$ cat config.mk
export PLATFORM = sky130hd
export DESIGN_NAME = disp_share_arb
export DESIGN_NICKNAME = d
export VERILOG_FILES = /design/src/rtl/disp_share_arb.sv
export SDC_FILE = /design/constraint.sdc
export NUM_CORES = 1
export LEC_CHECK = 0
export ABC_AREA = 1
export CAP_MARGIN = 30
export CORE_MARGIN = 10
export CORE_UTILIZATION = 55
export CTS_CLUSTER_DIAMETER = 150
export CTS_CLUSTER_SIZE = 10
export DETAILED_ROUTE_END_ITERATION = 10
export PLACE_DENSITY = 0.83
export SYNTH_ARGS = -nofsm -noshare
export SYNTH_HDL_FRONTEND = slang
export SYNTH_SLANG_ARGS = --single-unit
$ cat constraint.sdc
create_clock -name clk -period 4.2 [get_ports clk]
set_clock_uncertainty 0.05 [all_clocks]
set_input_delay 0.84 -clock clk [delete_from_list [all_inputs] [get_ports clk]]
set_output_delay 0.84 -clock clk [all_outputs]
set_load 0.01 [all_outputs]
$ cat src/rtl/disp_share_arb.sv
`default_nettype none
// ============================================================================
//  Module   : disp_share_arb
//  Brief    : Round-robin, dwell-preempting arbiter that shares one 4-digit
//             seven-segment display between two clients.
//  Revision : 1.0 - initial release
// ============================================================================
module disp_share_arb #(
    parameter int          DWELL_CYC = 50_000_000,
    parameter int          CNT_W     = 26,
    parameter logic [15:0] IDLE_HEX  = 16'h0000,
    parameter logic [3:0]  IDLE_DP   = 4'b1111
) (
    input  logic        clk,
    input  logic        reset,
    input  logic [1:0]  req,
    input  logic [15:0] val0,
    input  logic [15:0] val1,
    input  logic [3:0]  dp0,
    input  logic [3:0]  dp1,
    output logic [1:0]  gnt,
    output logic [1:0]  done,
    output logic [3:0]  hex3,
    output logic [3:0]  hex2,
    output logic [3:0]  hex1,
    output logic [3:0]  hex0,
    output logic [3:0]  dp_out
);

    localparam logic [0:0]       c_S_IDLE  = 1'b0;
    localparam logic [0:0]       c_S_SHOW  = 1'b1;
    localparam logic [CNT_W-1:0] c_CNT_MAX = CNT_W'(DWELL_CYC - 1);

    logic [0:0]       r_state;
    logic             r_lp;     // last owner; equals the current owner in SHOW
    logic [CNT_W-1:0] r_cnt;
    logic [1:0]       r_gnt;
    logic [1:0]       r_done;
    logic [15:0]      r_hex;
    logic [3:0]       r_dp;

    logic             w_pick;
    logic             w_other;
    logic             w_own_req;
    logic             w_oth_req;
    logic             w_slot_end;
    logic [15:0]      w_val_pick;
    logic [3:0]       w_dp_pick;
    logic [15:0]      w_val_own;
    logic [3:0]       w_dp_own;
    logic [15:0]      w_val_oth;
    logic [3:0]       w_dp_oth;

    always_comb begin
        w_pick     = (req == 2'b11) ? ~r_lp : req[1];
        w_other    = ~r_lp;
        w_own_req  = req[r_lp];
        w_oth_req  = req[w_other];
        w_slot_end = ~w_own_req | ((r_cnt == c_CNT_MAX) & w_oth_req);
        w_val_pick = w_pick  ? val1 : val0;
        w_dp_pick  = w_pick  ? dp1  : dp0;
        w_val_own  = r_lp    ? val1 : val0;
        w_dp_own   = r_lp    ? dp1  : dp0;
        w_val_oth  = w_other ? val1 : val0;
        w_dp_oth   = w_other ? dp1  : dp0;
    end

    always_ff @(posedge clk) begin
        if (reset) begin
            r_state <= c_S_IDLE;
            r_lp    <= 1'b1;
            r_cnt   <= '0;
            r_gnt   <= 2'b00;
            r_done  <= 2'b00;
            r_hex   <= IDLE_HEX;
            r_dp    <= IDLE_DP;
        end else begin
            r_done <= 2'b00;
            case (r_state)
                c_S_IDLE: begin
                    if (req != 2'b00) begin
                        r_state <= c_S_SHOW;
                        r_lp    <= w_pick;
                        r_cnt   <= '0;
                        r_gnt   <= w_pick ? 2'b10 : 2'b01;
                        r_hex   <= w_val_pick;
                        r_dp    <= w_dp_pick;
                    end else begin
                        r_hex   <= IDLE_HEX;
                        r_dp    <= IDLE_DP;
                    end
                end
                default: begin
                    if (w_slot_end) begin
                        r_done <= r_lp ? 2'b10 : 2'b01;
                        if (w_oth_req) begin
                            // Direct handoff: gnt flips without an idle gap
                            r_lp  <= w_other;
                            r_cnt <= '0;
                            r_gnt <= w_other ? 2'b10 : 2'b01;
                            r_hex <= w_val_oth;
                            r_dp  <= w_dp_oth;
                        end else begin
                            r_state <= c_S_IDLE;
                            r_gnt   <= 2'b00;
                            r_hex   <= IDLE_HEX;
                            r_dp    <= IDLE_DP;
                        end
                    end else begin
                        if (r_cnt != c_CNT_MAX) begin
                            r_cnt <= r_cnt + 1'b1;
                        end
                        r_hex <= w_val_own;
                        r_dp  <= w_dp_own;
                    end
                end
            endcase
        end
    end

    assign gnt    = r_gnt;
    assign done   = r_done;
    assign hex3   = r_hex[15:12];
    assign hex2   = r_hex[11:8];
    assign hex1   = r_hex[7:4];
    assign hex0   = r_hex[3:0];
    assign dp_out = r_dp;

endmodule
`default_nettype wire

==> results by group, run 1 <==
Final layout
  • Diode count: 0
  • Fraction of layout cells with a size suffix above 1: 8.90%
  • Area growth syn-to-layout: 19.7%
  • Fillers: 640
  • Final #Nets: 741

Setup path
  • Worst path cell trace: clkdlybuf4s50_1 > nand2_1 > nand2_2 > nor2_4 > a21oi_4 > nand2_1 > nand2_2 > nor2_1
  • FF-to-FF End: r_cnt[22]
  • Startpoint types: input port
  • Crit-path max FO: 22
  • Crit path capture type: flop
  • Critical path's slowest cell: clkdlybuf4s50_1
  • Arrival time of the worst setup path: 3.12 ns
  • Reg2reg setup slack: 1.27 ns
  • Crit-path leading delay family: simple AND/OR/NAND/NOR gates
  • Setup crit end: r_cnt[22]
  • CP required: 4.35 ns
  • CP Class: input port to flop
  • FF-to-FF Start: r_lp
  • Critical Path Max Stage Delay: 0.54 ns
  • Crit path buffers/inverters: 1
  • Stages on worst setup path: 8
  • Start point of the critical path: req[0]
  • Reg2Reg Depth: 9

Routing
  • Routed len/inst: 14.4 µm
  • Initial DRC count: 400
  • Vias per Instance: 5.47
  • Pre-antenna DRT Iters: 5
  • DRC viols: 0
  • Final wirelength: 11400 µm
  • Vias: 4341
  • Routed Antenna Nets: 0

Pwr
  • VDD IR max: 0.000187 V
  • Leak Pwr: 1.91 nW
  • Sw Pwr: 0.414 mW
  • Sw frac: 34.0%
  • Power share of the clock group: 25.4%
  • Internal power: 0.805 mW
  • Seq pwr share: 43.2%
  • Power per cell area: 259 nW/µm²
  • Pwr Total: 1.22 mW
  • Combinational Power Share: 31.4%

STA
  • Max-slew violation count: 0
  • RSZ-0062 raised after global routing: false
  • Minimum clock period: 2.98 ns
  • Final hold viol count: 0
  • Rel. slew slack: 41.8%
  • Period utilisation layout: 70.8%
  • Final setup fails: 0
  • Maximum clock rate: 336 MHz
  • Setup TNS Final: 0 ns
  • Slew of the pin with the lowest slew margin: 0.868 ns

Die
  • Die W: 105 µm
  • Height of the die: 105 µm
  • # rows: 30
  • Die area: 10900 µm²
  • Core Region: 6870 µm²
  • Ports: 68
  • Initial core utilization: 57.2%

Synth
  • Warnings from Yosys: 0
  • Synth Area in Simple Gates: 44.6%
  • Avg Inst Size Synth: 6.08 µm²
  • Post-synthesis mux area share: 0%
  • Adder-Cell Fraction of Synth Area: 0.318%
  • Synth Register Bits: 52
  • Syn Nets: 691
  • Async set-reset flop share out of synthesis: 0%
  • Post-synthesis compound-gate area fraction: 14.5%
  • Sequential area share after synthesis: 26.5%
  • Count of flip-flops with a built-in enable after synthesis: 0
  • XOR/XNOR share of the synthesized area: 2.45%
  • Largest family of logic cells by synthesized area: simple AND/OR/NAND/NOR gates
  • Cell count after synthesis: 646
  • Yosys cell types: 39
  • Top FF cell, synth: dfxtp_1
  • Mapped Area: 3930 µm²

Hold path
  • Hold Path Class: flop to flop

Placed design
  • Dpl hpwl: 8260 µm
  • Gpl congestion: 0.985
  • Port Buffer Count: 67

GRT
  • First-pass GRT wire length: 19300 µm
  • GRT overflow: 0
  • Initial antenna violation count: 0
  • Number of global-route vias before repair: 4137
  • Total Routing Usage GR: 20.3%
  • Largest net degree at the start of global routing: 46

Clock network
  • TritonCTS clock tree: built
  • Clock transition at path regs: 0.10 ns
  • CTS buffer count: 5
  • # resized after CTS: 0
  • H-tree levels: 2
  • Post-CTS Setup Inserts: 0
  • Worst-skew pair later-pin latency: 0.31 ns
  • Clock Root Buffer: clkbuf_8
  • CTS Buffer Depth: 2
  • Clock sink count: 52
  • Hold Buf Count CTS: 0

Run status
  • Status: complete, no violations

Job
  • Total of max-cap violations: 0
per-stage QoR:
stage / cells / worst slack (ns) / hold slack [ns] / util [%] / area, µm²
after floorplan: 646 / 2.29 / 0.407 / - / 3930
after global placement: 783 / 1.08 / 0.424 / 66.5 / 4570
after detailed placement: 785 / 0.941 / 0.424 / 67.0 / 4610
after CTS: 793 / 1.28 / 0.445 / 68.5 / 4700
after global routing: 793 / 1.02 / 0.483 / 68.5 / 4700
final: 793 / 1.22 / 0.447 / 68.5 / 4700
placed cells by master, fill, tap and decap left out, types with 2 or more instances in the layout:
cell type        Yosys  final
nand4_1             12     12
inv_2                5      5
o211ai_1            20     20
o21ai_0             40     40
xor2_1              10     10
nand3_2              2      2
nand2_1            200    200
clkinvlp_4           0      2
nor3_1               7      7
o21ai_1              5      5
inv_1               67     67
clkdlybuf4s50_1      0     67
nor2_4               3      3
a21oi_2              9      9
nor2_1              81     81
nand3_1             44     44
clkbuf_8             0      6
a21oi_1              9      9
nand3b_1            12     12
nor2_2               7      7
nand2_4              6      6
o221ai_1             4      4
nand2_2             10     10
dfxtp_1             52     52
buf_4                2      4
cell usage after synthesis (2+ instances only):
| cell | number | share of area, % |
|---|---|---|
| o21ai_1 | 5 | 0.64 |
| buf_2 | 6 | 0.76 |
| o21ai_0 | 40 | 5.1 |
| a21oi_1 | 9 | 1.1 |
| nor2_2 | 7 | 1.1 |
| nor2_4 | 3 | 0.86 |
| nand2_2 | 10 | 1.6 |
| buf_4 | 2 | 0.38 |
| nor3_1 | 7 | 0.89 |
| inv_2 | 5 | 0.48 |
| buf_6 | 5 | 1.4 |
| o221ai_1 | 4 | 0.89 |
| nand4_1 | 12 | 1.9 |
| nor2_1 | 81 | 7.7 |
| nand3_2 | 2 | 0.51 |
| nand2_4 | 6 | 1.7 |
| inv_1 | 67 | 6.4 |
| nand3_1 | 44 | 5.6 |
| dfxtp_1 | 52 | 26 |
| a21oi_2 | 9 | 2.0 |
| clkbuf_1 | 14 | 1.3 |
| o211ai_1 | 20 | 3.8 |
| xor2_1 | 10 | 2.2 |
| nand3b_1 | 12 | 2.3 |
| nand2_1 | 200 | 19 |
metal layers:
layer,wire length (µm),track usage [%],part of all wire (%),vias up
met5,0,0,0,-
met4,96,4.08,0.84,0
met3,1000,5.28,8.8,12
met2,5290,33.8,46,197
met1,5020,25.9,44,1973
li1,-,-,-,2159
logic make-up after synthesis:
| family | after synthesis |
|---|---|
| DFF | 52 |
| and+or+nand+nor | 388 |
| AOI/OAI and AO/OA | 90 |
| xor gates and xnor gates | 11 |
| buffers and inverters | 104 |
| adders and majority gates | 1 |
sequential cells by signal, indices dropped and copies added, names as in the netlist:
signal	count
done	2
dp_out	4
gnt	2
r_cnt	26
r_hex	16
r_lp	1
r_state	1
worst reg2reg max path, delay by kind of cell, from the launching register on:
kind                   cells  cell delay, ns
and+or+nand+nor            6            1.36
buffers and inverters      2            0.95
AOI/OAI and AO/OA          1            0.19
DFF                        1            0.32
final cells by class:
cell class	count	area, µm²	area share, %
clock buffers	6	82.6	1.76
clock inverters	2	15.0	0.319
inverters	75	285	6.07
multi-input cells	490	2430	51.7
flip-flops and latches	52	1040	22.1
well taps	96	120	2.55
repair buffers	72	728	15.5
worst min-delay path by stage:
stage	startpoint	endpoint	slack [ns]	cells after the start
2_1_floorplan	r_cnt[24]	r_cnt[24]	0.41	2
3_3_place_gp	r_cnt[24]	r_cnt[24]	0.42	2
3_5_place_dp	r_cnt[24]	r_cnt[24]	0.42	2
4_1_cts	r_cnt[24]	r_cnt[24]	0.45	2
5_1_grt	r_cnt[24]	r_cnt[24]	0.48	2
6_report	r_cnt[24]	r_cnt[24]	0.45	2
power by group through the flow:
stage	registers (mW)	clock network, mW	logic, mW
after floorplan	0.548	0	0.236
after global placement	0.538	0	0.364
after detailed placement	0.538	0	0.379
after CTS	0.527	0.323	0.381
after global routing	0.529	0.336	0.424
final	0.527	0.309	0.383
(Power assumes the default switching activity.)
==> run 2: changes to the inputs <==
--- a/config.mk
+++ b/config.mk
@@ -8,11 +8,11 @@
 export ABC_AREA = 1
 export CAP_MARGIN = 30
 export CORE_MARGIN = 10
-export CORE_UTILIZATION = 55
+export CORE_UTILIZATION = 54
 export CTS_CLUSTER_DIAMETER = 150
 export CTS_CLUSTER_SIZE = 10
 export DETAILED_ROUTE_END_ITERATION = 10
-export PLACE_DENSITY = 0.83
+export PLACE_DENSITY = 0.81
 export SYNTH_ARGS = -nofsm -noshare
 export SYNTH_HDL_FRONTEND = slang
 export SYNTH_SLANG_ARGS = --single-unit
==> constraint.sdc (replaced) <==
create_clock -name clk -period 3 [get_ports clk]
set_clock_uncertainty 0.05 [all_clocks]
set_input_delay 0.6 -clock clk [delete_from_list [all_inputs] [get_ports clk]]
set_output_delay 0.6 -clock clk [all_outputs]
set_load 0.01 [all_outputs]
==> run 2 against run 1 <==
Net effect:
- combinational power grew 38%
- sequential share of layout area decreased by 0.13 points
- die area increased by 1.5%
- clock-buffer cell count stayed put
- sequential cell count did not move
- non-clock buffer count increased by 4
- cell area is 0.59% higher
- via count decreased by 0.81%
- global-route usage about the same
- worst hold slack got worse by 0.0065 ns
- largest power group unchanged
- setup slack got worse by 0.36 ns
- critical path depth rose by 1
==> results by group, run 2 (same netlist as run 1, synthesis figures left out) <==
Final layout
  • Max reg flops: 26 (unchanged)
  • Area of the multi-input gates: 2430 µm² (unchanged)
  • Area growth syn-to-layout: 20.4%
  • Layout Utilization: 65.9% (-2.5 points)
  • Most common cell after layout, fill and taps aside: nand2_1
  • Largest register by flop count: r_cnt
  • Final #Nets: 745 (+0.54%)
  • Final non-filler cell area: 4730 µm² (+0.59%)
  • Fillers: 656 (+2.5%)
  • Sequential cell area: 1040 µm² (unchanged)
  • Fraction of layout cells with a size suffix above 1: 9.27% (+0.38 points)
  • Diode count: 0 (unchanged)
  • Most frequent cells in the layout: nand2_1, nor2_1, inv_1, clkdlybuf4s50_1, dfxtp_1

STA
  • Final setup fails: 0 (unchanged)
  • Setup TNS Final: 0 ns (unchanged)
  • Final hold viol count: 0 (unchanged)
  • Rel. slew slack: 69.4% (+28 points)
  • RSZ-0062 raised after global routing: false
  • Minimum clock period: 2.13 ns
  • Final Worst Setup Slack: 0.869 ns (-0.356 ns)
  • WHS: 0.440 ns (-0.00647 ns)
  • Slew of the pin with the lowest slew margin: 0.458 ns (-0.410 ns)
  • Period utilisation layout: 71.0%
  • Max-slew violation count: 0 (unchanged)
  • Maximum clock rate: 469 MHz

Routing
  • Final wirelength: 11400 µm (-0.19%)
  • Routed Antenna Nets: 0 (unchanged)
  • Routed len/inst: 14.2 µm (-1.1%)
  • DRC viols: 0 (unchanged)
  • Vias per Instance: 5.38 (-1.7%)
  • Vias: 4306 (-0.81%)
  • Initial DRC count: 265 (-34%)
  • Pre-antenna DRT Iters: 5 (unchanged)

Setup path
  • FF-to-FF End: r_cnt[22]
  • Crit path capture type: flop
  • CP Class: input port to flop
  • Worst path cell trace: clkdlybuf4s50_1 > nor2_1 > inv_1 > nor2_1 > inv_1 > nand2_4 > nor2_1 > nor2_1 > nor2_1
  • Stages on worst setup path: 9 (+1)
  • Start point of the critical path: req[1]
  • Startpoint types: input port
  • Crit-path max FO: 21 (-4.5%)
  • Reg2Reg Depth: 8 (-1)
  • Crit path buffers/inverters: 3 (+2)
  • Setup crit end: r_cnt[15]
  • Crit-path leading delay family: simple AND/OR/NAND/NOR gates
  • CP required: 3.16 ns (-1.19 ns)
  • FF-to-FF Start: r_lp
  • Critical path's slowest cell: clkdlybuf4s50_1
  • Critical Path Max Stage Delay: 0.50 ns (-0.04 ns)
  • Top cell by count, worst path: nor2_1
  • Reg2reg setup slack: 0.89 ns (-0.38 ns)
  • Arrival time of the worst setup path: 2.29 ns (-0.83 ns)

Pwr
  • Power per cell area: 378 nW/µm² (+46%)
  • Combinational Power Share: 29.6% (-1.8 points)
  • Seq pwr share: 41.7% (-1.5 points)
  • Leak Pwr: 1.94 nW (+1.2%)
  • Sw Pwr: 0.592 mW (+43%)
  • Internal power: 1.19 mW (+48%)
  • VDD IR max: 0.000260 V (+39%)
  • Power share of the clock group: 28.7% (+3.3 points)
  • Sw frac: 33.2% (-0.82 points)

GRT
  • Number of global-route vias before repair: 4189 (+1.3%)
  • Total Routing Usage GR: 20.3% (about the same)
  • First-pass GRT wire length: 19300 µm (-0.32%)
  • Largest net degree at the start of global routing: 34 (-26%)
  • GRT overflow: 0 (unchanged)
  • Initial antenna violation count: 0 (unchanged)

Placed design
  • Area after DPL: 4620 µm² (+0.30%)
  • Gpl congestion: 0.976 (-0.93%)
  • Port Buffer Count: 67 (unchanged)
  • Dpl hpwl: 8360 µm (+1.2%)
  • Place WS: 0.540 ns (-0.401 ns)

Run status
  • Status: complete, no violations

Clock network
  • Hold Buf Count CTS: 0 (unchanged)
  • # resized after CTS: 0 (unchanged)
  • CTS Buffer Depth: 2 (unchanged)
  • TritonCTS clock tree: built
  • H-tree levels: 2 (unchanged)
  • Clock transition at path regs: 0.10 ns (about the same)
  • Worst-skew pair later-pin latency: 0.32 ns (about the same)
  • Post-CTS Setup Inserts: 0 (unchanged)
  • Clock sink count: 52 (unchanged)
  • Clock Root Buffer: clkbuf_8
  • CTS buffer count: 5 (unchanged)

Hold path
  • Hold Path Class: flop to flop

Job
  • Total of max-cap violations: 0 (unchanged)

Die
  • Core Region: 7180 µm² (+4.5%)
  • Initial core utilization: 54.8% (-2.4 points)
  • Ports: 68 (unchanged)
  • # rows: 31 (+3.3%)
  • Die area: 11100 µm² (+1.5%)
  • Height of the die: 105 µm (+0.75%)
  • Die W: 105 µm (+0.75%)
run 2: cell types whose count changed in the layout (fill, tap and decap cells not counted):
cell / before / now
clkinvlp_4: 2 / 0
clkbuf_8: 6 / 5
bufinv_16: 0 / 1
inv_6: 0 / 1
clkbuf_1: 0 / 1
buf_4: 4 / 9
buf_16: 1 / 0
run 2: metrics by stage:
step,power (mW),cells
2_1_floorplan,1.10,646
3_3_place_gp,1.27,792
3_5_place_dp,1.29,792
4_1_cts,1.80,800
5_1_grt,1.88,800
6_report,1.79,800
run 2: worst register-to-register path, stage by stage, from the launching register on:
cell and delay [ns]:
dfxtp_1 0.62, clkinv_2 0.28, nand2_2 0.18, nand2_2 0.14, nand3_2 0.16, nand3_4 0.12
nand2_1 0.19, nand2_2 0.15, nor2_1 0.16
run 2: how the worst min path moves through the flow:
stage	start	endpoint	slack (ns)	depth (start not counted)
6_report	r_cnt[24]	r_cnt[24]	0.44	2
5_1_grt	r_cnt[24]	r_cnt[24]	0.46	2
4_1_cts	r_cnt[24]	r_cnt[24]	0.44	2
3_5_place_dp	r_cnt[24]	r_cnt[24]	0.42	2
3_3_place_gp	r_cnt[24]	r_cnt[24]	0.42	2
2_1_floorplan	r_cnt[24]	r_cnt[24]	0.41	2
run 2: power groups by stage:
stage | sequential, mW | combinational (mW) | clock (mW)
after floorplan | 0.767 | 0.330 | 0
after global placement | 0.759 | 0.511 | 0
after detailed placement | 0.760 | 0.526 | 0
after CTS | 0.745 | 0.529 | 0.523
after global routing | 0.748 | 0.589 | 0.545
final | 0.744 | 0.529 | 0.513
run 2: area by class of cell:
| type | instances | share of cell area (%) |
|---|---|---|
| Multi-Input combinational cell | 490 | 51.4 |
| Sequential cell | 52 | 22.0 |
| Timing Repair Buffer | 76 | 15.6 |
| Inverter | 75 | 6.03 |
| Tap cell | 99 | 2.62 |
| Clock buffer | 6 | 1.53 |
| Clock inverter | 2 | 0.820 |
run 2: routing by layer:
layer / wire [µm] / global-route usage (%) / vias to the layer above
met3: 825 / 4.81 / 17
met2: 5480 / 33.8 / 140
met4: 204 / 7.65 / 0
li1: - / - / 2164
met5: 0 / 0 / -
met1: 4880 / 25.0 / 1985
